## config.mk

```make
export PLATFORM = sky130hd
export DESIGN_NAME = button_debounce_flat
export DESIGN_NICKNAME = d
export VERILOG_FILES = /design/src/rtl/button_debounce_pkg.sv /design/src/rtl/button_debounce_if.sv /design/src/rtl/button_debounce_bit.sv /design/src/rtl/button_debounce.sv /design/src/flat_wrapper.sv
export SDC_FILE = /design/constraint.sdc
export NUM_CORES = 1
export LEC_CHECK = 0
export CAP_MARGIN = 0
export CELL_PAD_IN_SITES_DETAIL_PLACEMENT = 1
export CELL_PAD_IN_SITES_GLOBAL_PLACEMENT = 1
export CORE_AREA = 2 2 97 99
export DETAILED_ROUTE_END_ITERATION = 10
export DIE_AREA = 0 0 99 101
export DONT_BUFFER_PORTS = 1
export GPL_ROUTABILITY_DRIVEN = 0
export PLACE_DENSITY = 0.55
export SLEW_MARGIN = 20
export SYNTH_ARGS = -nofsm -noshare
export SYNTH_HDL_FRONTEND = slang
export SYNTH_SLANG_ARGS = --single-unit
export TNS_END_PERCENT = 1
```

## constraint.sdc

```tcl
create_clock -name clk -period 4.7 [get_ports clk]
set_input_delay 0.235 -clock clk [delete_from_list [all_inputs] [get_ports clk]]
set_output_delay 0.235 -clock clk [all_outputs]
set_load 0.01 [all_outputs]
```

## src/rtl/button_debounce_pkg.sv

```systemverilog
// ----------------------------------------------------------------------------
// debounce_pkg
// Shared constants and helpers for the push-button debouncer.
//   DEBOUNCE_CNT_MAX_DEFAULT : hold time in cycles for hardware (10 ms @ 50 MHz)
//   DEBOUNCE_CNT_MAX_SIM     : short hold time used in simulation
//   cnt_width()              : width of the per-channel stability counter
// ----------------------------------------------------------------------------
package debounce_pkg;

   localparam int DEBOUNCE_CNT_MAX_DEFAULT = 500000;
   localparam int DEBOUNCE_CNT_MAX_SIM     = 4;

   // Buttons are active-low, so the idle/released level is 1.
   localparam logic LVL_RELEASED = 1'b1;

   // Counter only has to reach cnt_max-1, so $clog2(cnt_max) bits suffice;
   // never narrower than one bit.
   function automatic int cnt_width(input int cnt_max);
      int w;
      w = $clog2(cnt_max);
      return (w < 1) ? 1 : w;
   endfunction

endpackage

```

## src/rtl/button_debounce_if.sv

```systemverilog
// ----------------------------------------------------------------------------
// button_debounce_if
// Bundles the raw and debounced button signals.
//   btn_n : raw active-low pins (driven by the board side)
//   sel_n : debounced active-low levels (driven by the debouncer)
//   press : one-cycle press strobes (driven by the debouncer)
// Modports: master = board/consumer side, slave = debouncer side.
// ----------------------------------------------------------------------------
interface button_debounce_if #(
   parameter int WIDTH = 2
);
   logic [WIDTH-1:0] btn_n;
   logic [WIDTH-1:0] sel_n;
   logic [WIDTH-1:0] press;

   modport master (output btn_n, input sel_n, input press);
   modport slave  (input btn_n, output sel_n, output press);
endinterface

```

## src/rtl/button_debounce_bit.sv

```systemverilog
// ----------------------------------------------------------------------------
// debounce_bit
// One debounce channel: 2-flop synchroniser, stability counter, stable level
// register and (optionally) a registered press strobe.
//   clk   : system clock
//   rst   : asynchronous active-high reset
//   btn_n : raw active-low button pin (asynchronous)
//   sel_n : debounced active-low level
//   press : one-cycle strobe on an accepted 1->0 transition of sel_n
// Optional feature macro: BUTTON_DEBOUNCE_PRESS_EN (press strobe logic);
// without it press is tied to 0.
// ----------------------------------------------------------------------------
module debounce_bit
   import debounce_pkg::*;
#(
   parameter int CNT_MAX = DEBOUNCE_CNT_MAX_DEFAULT
) (
   input  logic clk,
   input  logic rst,
   input  logic btn_n,
   output logic sel_n,
   output logic press
);

   localparam int              CW       = cnt_width(CNT_MAX);
   localparam logic [CW-1:0]   CNT_LAST = CW'(CNT_MAX - 1);

   logic          s1_reg;
   logic          s2_reg;
   logic          sel_reg;
   logic [CW-1:0] cnt_reg;
   logic          accept;

   // The new level has differed for CNT_MAX consecutive samples.
   assign accept = (s2_reg != sel_reg) && (cnt_reg == CNT_LAST);

   always_ff @(posedge clk or posedge rst) begin
      if (rst) begin
         s1_reg  <= LVL_RELEASED;
         s2_reg  <= LVL_RELEASED;
         sel_reg <= LVL_RELEASED;
         cnt_reg <= '0;
      end else begin
         s1_reg <= btn_n;
         s2_reg <= s1_reg;
         if (s2_reg == sel_reg) begin
            // Any return to the stable level restarts qualification.
            cnt_reg <= '0;
         end else if (accept) begin
            sel_reg <= s2_reg;
            cnt_reg <= '0;
         end else begin
            // Cannot overflow: acceptance at CNT_LAST clears the counter.
            cnt_reg <= cnt_reg + CW'(1);
         end
      end
   end

   assign sel_n = sel_reg;

`ifdef BUTTON_DEBOUNCE_PRESS_EN
   logic press_reg;

   // Rises on the same edge that sel_n falls, so it is high for exactly
   // the cycle following that edge.
   always_ff @(posedge clk or posedge rst) begin
      if (rst) begin
         press_reg <= 1'b0;
      end else begin
         press_reg <= accept & ~s2_reg;
      end
   end

   assign press = press_reg;
`else
   assign press = 1'b0;
`endif

endmodule

```

## src/rtl/button_debounce.sv

```systemverilog
// ----------------------------------------------------------------------------
// button_debounce
// Debounces WIDTH active-low push buttons for the LED data-select mux.
// Output polarity is preserved (active-low).
//   clk  : system clock
//   rst  : asynchronous active-high reset
//   btns : button_debounce_if.slave (btn_n in, sel_n / press out)
// Parameters: WIDTH (channels), CNT_MAX (hold cycles, >= 2).
// Optional feature macro: BUTTON_DEBOUNCE_PRESS_EN (press strobes).
// ----------------------------------------------------------------------------
module button_debounce
   import debounce_pkg::*;
#(
   parameter int WIDTH   = 2,
   parameter int CNT_MAX = DEBOUNCE_CNT_MAX_DEFAULT
) (
   input  logic                 clk,
   input  logic                 rst,
   button_debounce_if.slave     btns
);

   logic [WIDTH-1:0] sel_vec;
   logic [WIDTH-1:0] press_vec;

   // Channels are fully independent; each runs its own qualification.
   generate
      for (genvar gi = 0; gi < WIDTH; gi++) begin : g_chan
         debounce_bit #(
            .CNT_MAX (CNT_MAX)
         ) u_bit (
            .clk   (clk),
            .rst   (rst),
            .btn_n (btns.btn_n[gi]),
            .sel_n (sel_vec[gi]),
            .press (press_vec[gi])
         );
      end
   endgenerate

   assign btns.sel_n = sel_vec;
   assign btns.press = press_vec;

endmodule

```

## src/flat_wrapper.sv

```systemverilog
// flat-port wrapper written by rule: the top's interface ports become plain ports
module button_debounce_flat import debounce_pkg::*;
#(
   parameter int WIDTH   = 2,
   parameter int CNT_MAX = DEBOUNCE_CNT_MAX_DEFAULT
)
  (clk, rst, btns_btn_n, btns_sel_n, btns_press);
  button_debounce_if #(.WIDTH(WIDTH)) btns_i ();
  input  logic clk;
  input  logic rst;
  input wire logic [$bits(btns_i.btn_n)-1:0] btns_btn_n;
  output wire logic [$bits(btns_i.sel_n)-1:0] btns_sel_n;
  output wire logic [$bits(btns_i.press)-1:0] btns_press;
  assign btns_i.btn_n = btns_btn_n;
  assign btns_sel_n = btns_i.sel_n;
  assign btns_press = btns_i.press;
  button_debounce #(.WIDTH(WIDTH), .CNT_MAX(CNT_MAX)) u_core (.clk(clk), .rst(rst), .btns(btns_i));
endmodule
```

Word level (Yosys, flattened, before mapping)
Cells that the tools add are included.

cells by class
  multipliers = 0
  add/sub/neg operators = 2
  shift-type cells = 0
  equal/unequal tests = 6
  bitwise gates (word level) = 2
  div/mod/pow operators = 0
  mux-type cells = 4
  order comparisons = 0
  reductions and logical operators = 4

operator list
  kind                                           count
  2-to-1 mux 19 bit                              4
  adder 19 x 1 -> 19 bit, second input constant  2
  equality test 19 bit, second input constant    2
  AND reduction 2 bit                            2
  equality test 1 bit                            2
  logical AND 1 bit                              2
  inequality test 1 bit                          2
  inverter 1 bit                                 2

word-level totals
  latch bits = 0
  word-level logic and storage cells = 26
  bits in read-only memories = 0
  bits in writable memories = 0
  register bits = 44
  memories = 0
  input bits = 4

Logic depth before layout (Yosys ltp)
  depth in word-level cells = 4
  mapped depth = 5

Modules after synthesis
A second synthesis with hierarchy kept.

unflattened totals
  cells, all modules = 214
  area total of the unflattened synthesis = 2,219.6 um^2

by module, submodules not included
  module        area an instance (um^2)  times used  cells an instance
  debounce_bit  1,109.8                  2           107

Worst setup path before layout
No wires, ideal clock.

  path type = flip-flop to flip-flop
  from = register u_core.g_chan[1].u_bit.cnt_reg[10]
  to = register u_core.g_chan[1].u_bit.cnt_reg[10]
  data arrival time = 1.874 ns
  stages on the path, launching flop included = 6
  buffers on the path = 1
  data required time = 4.581 ns
  slack = 2.707 ns
  cell sequence = dfrtp_1 -> or4b_1 -> or4_4 -> o21ai_4 -> buf_6 -> nor2_1

on the way
  longest elaborated chain between the ends = 4
  elaborated cells between the ends (all ways) = 5

ends and longest elaborated chain
  what                                                            RTL line                   RTL
  start, declared                                                 button_debounce_bit.sv:31  logic [CW-1:0] cnt_reg;
  start signal, assigned                                          button_debounce_bit.sv:54  cnt_reg <= cnt_reg + CW'(1);
  branches (longest 2 deep; another with adder 19 x 1 -> 19 bit)  n/a
  2-to-1 mux 19 bit (*)                                           button_debounce_bit.sv:49  end else if (accept) begin
  2-to-1 mux 19 bit (*)                                           button_debounce_bit.sv:46  if (s2_reg == sel_reg) begin

Every way passes the cells marked *.
A chain may end at the register's enable or synchronous reset.

Worst setup path after layout
  from = register u_core.g_chan[1].u_bit.cnt_reg[6]
  to = register u_core.g_chan[1].u_bit.cnt_reg[5]

on the way
  longest elaborated chain between the ends = 4

ends and longest elaborated chain
  what                  RTL line                   RTL
  equality test 19 bit  button_debounce_bit.sv:35  assign accept = (s2_reg != sel_reg) && (cnt_reg == CNT_LAST);
  logical AND 1 bit     button_debounce_bit.sv:35
  2-to-1 mux 19 bit     button_debounce_bit.sv:49
  2-to-1 mux 19 bit     button_debounce_bit.sv:46

No other way between the ends.

==> metrics.md <==
| Metric | Value |
|---|---|
| Outcome | complete, no violations |
| Initial antenna violation count | 0 |
| Total Routing Usage GR | 0.09895 |
| Cell Area, Synth | ~0.0022 mm² |
| EDFF count, synth | 0 |
| Endpoint class of the critical path | flop |
| Worst path arrival time | 2.40 ns |
| Reg clk slew, reported paths | around 0.080 ns |
| CP max FO | 18 |
| CTS tree | yes |
| Synth area leaders | dfrtp_1 (43%), dfstp_2 (7.2%), xnor2_1 (6.0%), nor2_1 (5.7%), xor2_1 (4.8%) |
| Core Util, Final | 0.2669 |
| Leading area contributor after synthesis | dfrtp_1 |
| First-pass GRT wire length | roughly 7800 µm |
| R2R Setup Slk | 2.46 ns |
| Async set or reset register ratio after synthesis | 1.000 |
| RSZ-0062 raised after global routing | false |
| Pre-CTS setup slack | approximately 2.3 ns |
| Syn Area/Cell | approximately 10 µm² |
| Total CTS buffers | 5 |
| Cell row count | 35 |
| Slowest stage delay, CP | 0.56 ns |
| Yosys Warn Count | 0 |
| Die Ht | roughly 100 µm |
| Power Density | approximately 280 mW/mm² |
| Io pins | 8 |
| Critical path launch point | u_core.g_chan[1].u_bit.cnt_reg[6]$_DFF_PP0_ |
| Initial core utilization | 0.2440 |
| Synth top area share | 0.4340 |
| TNS Setup | 0 ns |
| Final worst slack | around 2.5 ns |
| Tmin final | between 2 and 2.5 ns |
| Largest net degree at the start of global routing | 45 |
| Area grow syn2layout | 9.366% |
| WL per Instance | roughly 14 µm |
| Final #Nets | 227 |
| Netlist cell types | 34 |
| # fillers | 1021 |
| Setup CP Type | reg -> reg |
| Slew Viols, Final | 0 |
| Die width | approximately 99 µm |
| Final ANT Viol Nets | 0 |
| Pre-antenna DRT Iters | 4 |
| Clk_lat worst skew | 0.30 ns |
| Syn Inst Count | ~220 |
| Via density per instance | around 4.7 |
| Max cap viols | 0 |
| Htree depth | 2 |
| Share of layout cells above drive strength 1 | 0.09459 |
| Max IR drop VDD | 0.09966 mV |
| Detailed placer's ending HPWL | 3079 µm |
| Routed WL | ~4600 µm |
| Die area | roughly 0.01 mm² |
| CTS root buf | clkbuf_8 |
| Hold WC Path Type | in -> async |
| Initial DRC Count | 64 |
| Post-synth top flop | dfrtp_1 |
| Sink Count | 44 |
| Highest-count cells in the layout ignoring fill and taps | dfrtp_1 (38), nor2_1 (33), xnor2_1 (15) |
| Register area share after synthesis | 0.5060 |
| IO buf count | 0 |
| Routed vias | approximately 1600 |
| Final Hold Violating Endpoints | 0 |
| Worst path cell trace | or4bb_1, or4_4, o21ai_4, nor2_1 |
| Tightest Pin Transition | 0.9322 ns |
| Reg-to-Reg Start | u_core.g_chan[1].u_bit.cnt_reg[6]$_DFF_PP0_ |
| Core Box Area | 0.008977 mm² |
| GR Overflow Total | 0 |
| Clock Path Buffers | 2 |
| Worst Path Required | ~4.9 ns |
| Tcrit/Tclk final | 0.4774 |
| Commonest non-fill, non-tap cell in the layout | dfrtp_1 |
| DRC | 0 |
| Total of flip-flops plus latches after synthesis | 44 |
| Worst path slowest cell | or4_4 |
| ANT cells | 0 |
| Final setup violating endpoints | 0 |
| Max Fclk | 0.4457 GHz |
| Relative slew margins | 0.3776 |
| Number of setup buffers added after CTS | 0 |
| Vias in the first global route | 1600 |
| Setup crit start kind | flop |
| Max reg flops | 38 |
| Worst Skew | 0.004448 ns |
| P_leak | a little over 0.9 nW |
[power breakdown]
part	internal, mW	switching, mW
sequential	0.386	0.00641
combinational	0.00769	0.0183
clock	0.120	0.129
total	0.513	0.154
[cell type report]
cell class	count	area, µm²	area share
Clock buffer	8	90.09	0.03760
Timing Repair Buffer	3	31.28	0.01305
Inverter	8	30.03	0.01253
Tap cell	111	138.9	0.05796
Multi-Input combinational cell	159	997.2	0.4162
Sequential cell	44	1109	0.4627
[metrics by stage]
step                      area [µm²]  total power [mW]  std cells  hold slack, ns
after detailed placement        2275            0.4248        322          0.2395
after global placement          2275            0.4247        322          0.2395
after CTS                       2385            0.6833        332         0.05918
after global routing            2396            0.7002        333         0.09529
after floorplan                 2195            0.4194        220          0.2395
final                           2396            0.6674        333         0.02181
[routing by layer]
layer  track usage  part of all wire
met3       0.02080             0.018
met2        0.1590              0.45
met5             0                 0
met1        0.1322              0.51
met4       0.03477             0.013
[repair_timing]
item | in CTS | in global routing
hold endpoints to repair | 2 | 0
resized for setup | 0 | 0
hold buffers | 2 | 0
[critical path: cells and delay by family (launching register included)]
family / cells / cell delay, ns
flip-flops: 1 / 0.47
AO/OA/AOI/OAI: 1 / 0.45
AND/OR/NAND/NOR: 3 / 1.18
[Yosys cell counts (all sizes together), types with 6 or more instances]
master  instances
inv             8
nor3            6
o21ai           7
xor2           12
buf             7
nand4          12
nand2          12
a21oi           9
or3             8
nand3          14
nor2           33
dfrtp          38
dfstp           6
xnor2          15
[worst paths after layout]
path | to | cells past startpoint
worst max-delay path | u_core.g_chan[1].u_bit.cnt_reg[5]$_DFF_PP0_ | 4
worst min-delay path | u_core.g_chan[1].u_bit.cnt_reg[11]$_DFF_PP0_ | 1
worst max register to register | u_core.g_chan[1].u_bit.cnt_reg[5]$_DFF_PP0_ | 4
worst min register to register | u_core.g_chan[0].u_bit.s2_reg$_DFF_PP1_ | 0
max in group asynchronous | u_core.g_chan[0].u_bit.cnt_reg[13]$_DFF_PP0_ | 1
min in group clk | u_core.g_chan[0].u_bit.s2_reg$_DFF_PP1_ | 0
[kinds of logic (layout without fill, tap and decap cells)]
logic type / after synthesis / after routing / synth area share
AO/OA/AOI/OAI: 20 / 20 / 0.06454
other: 1 / 2 / 0.001712
flip-flops: 44 / 44 / 0.5060
AND/OR/NAND/NOR: 106 / 106 / 0.2576
adder cells (fa/ha/maj): 2 / 2 / 0.01142
XOR/XNOR: 27 / 27 / 0.1079
buffers and inverters: 17 / 19 / 0.04055
multiplexers: 2 / 2 / 0.01028
No activity file was read; power rests on OpenSTA's default activity.
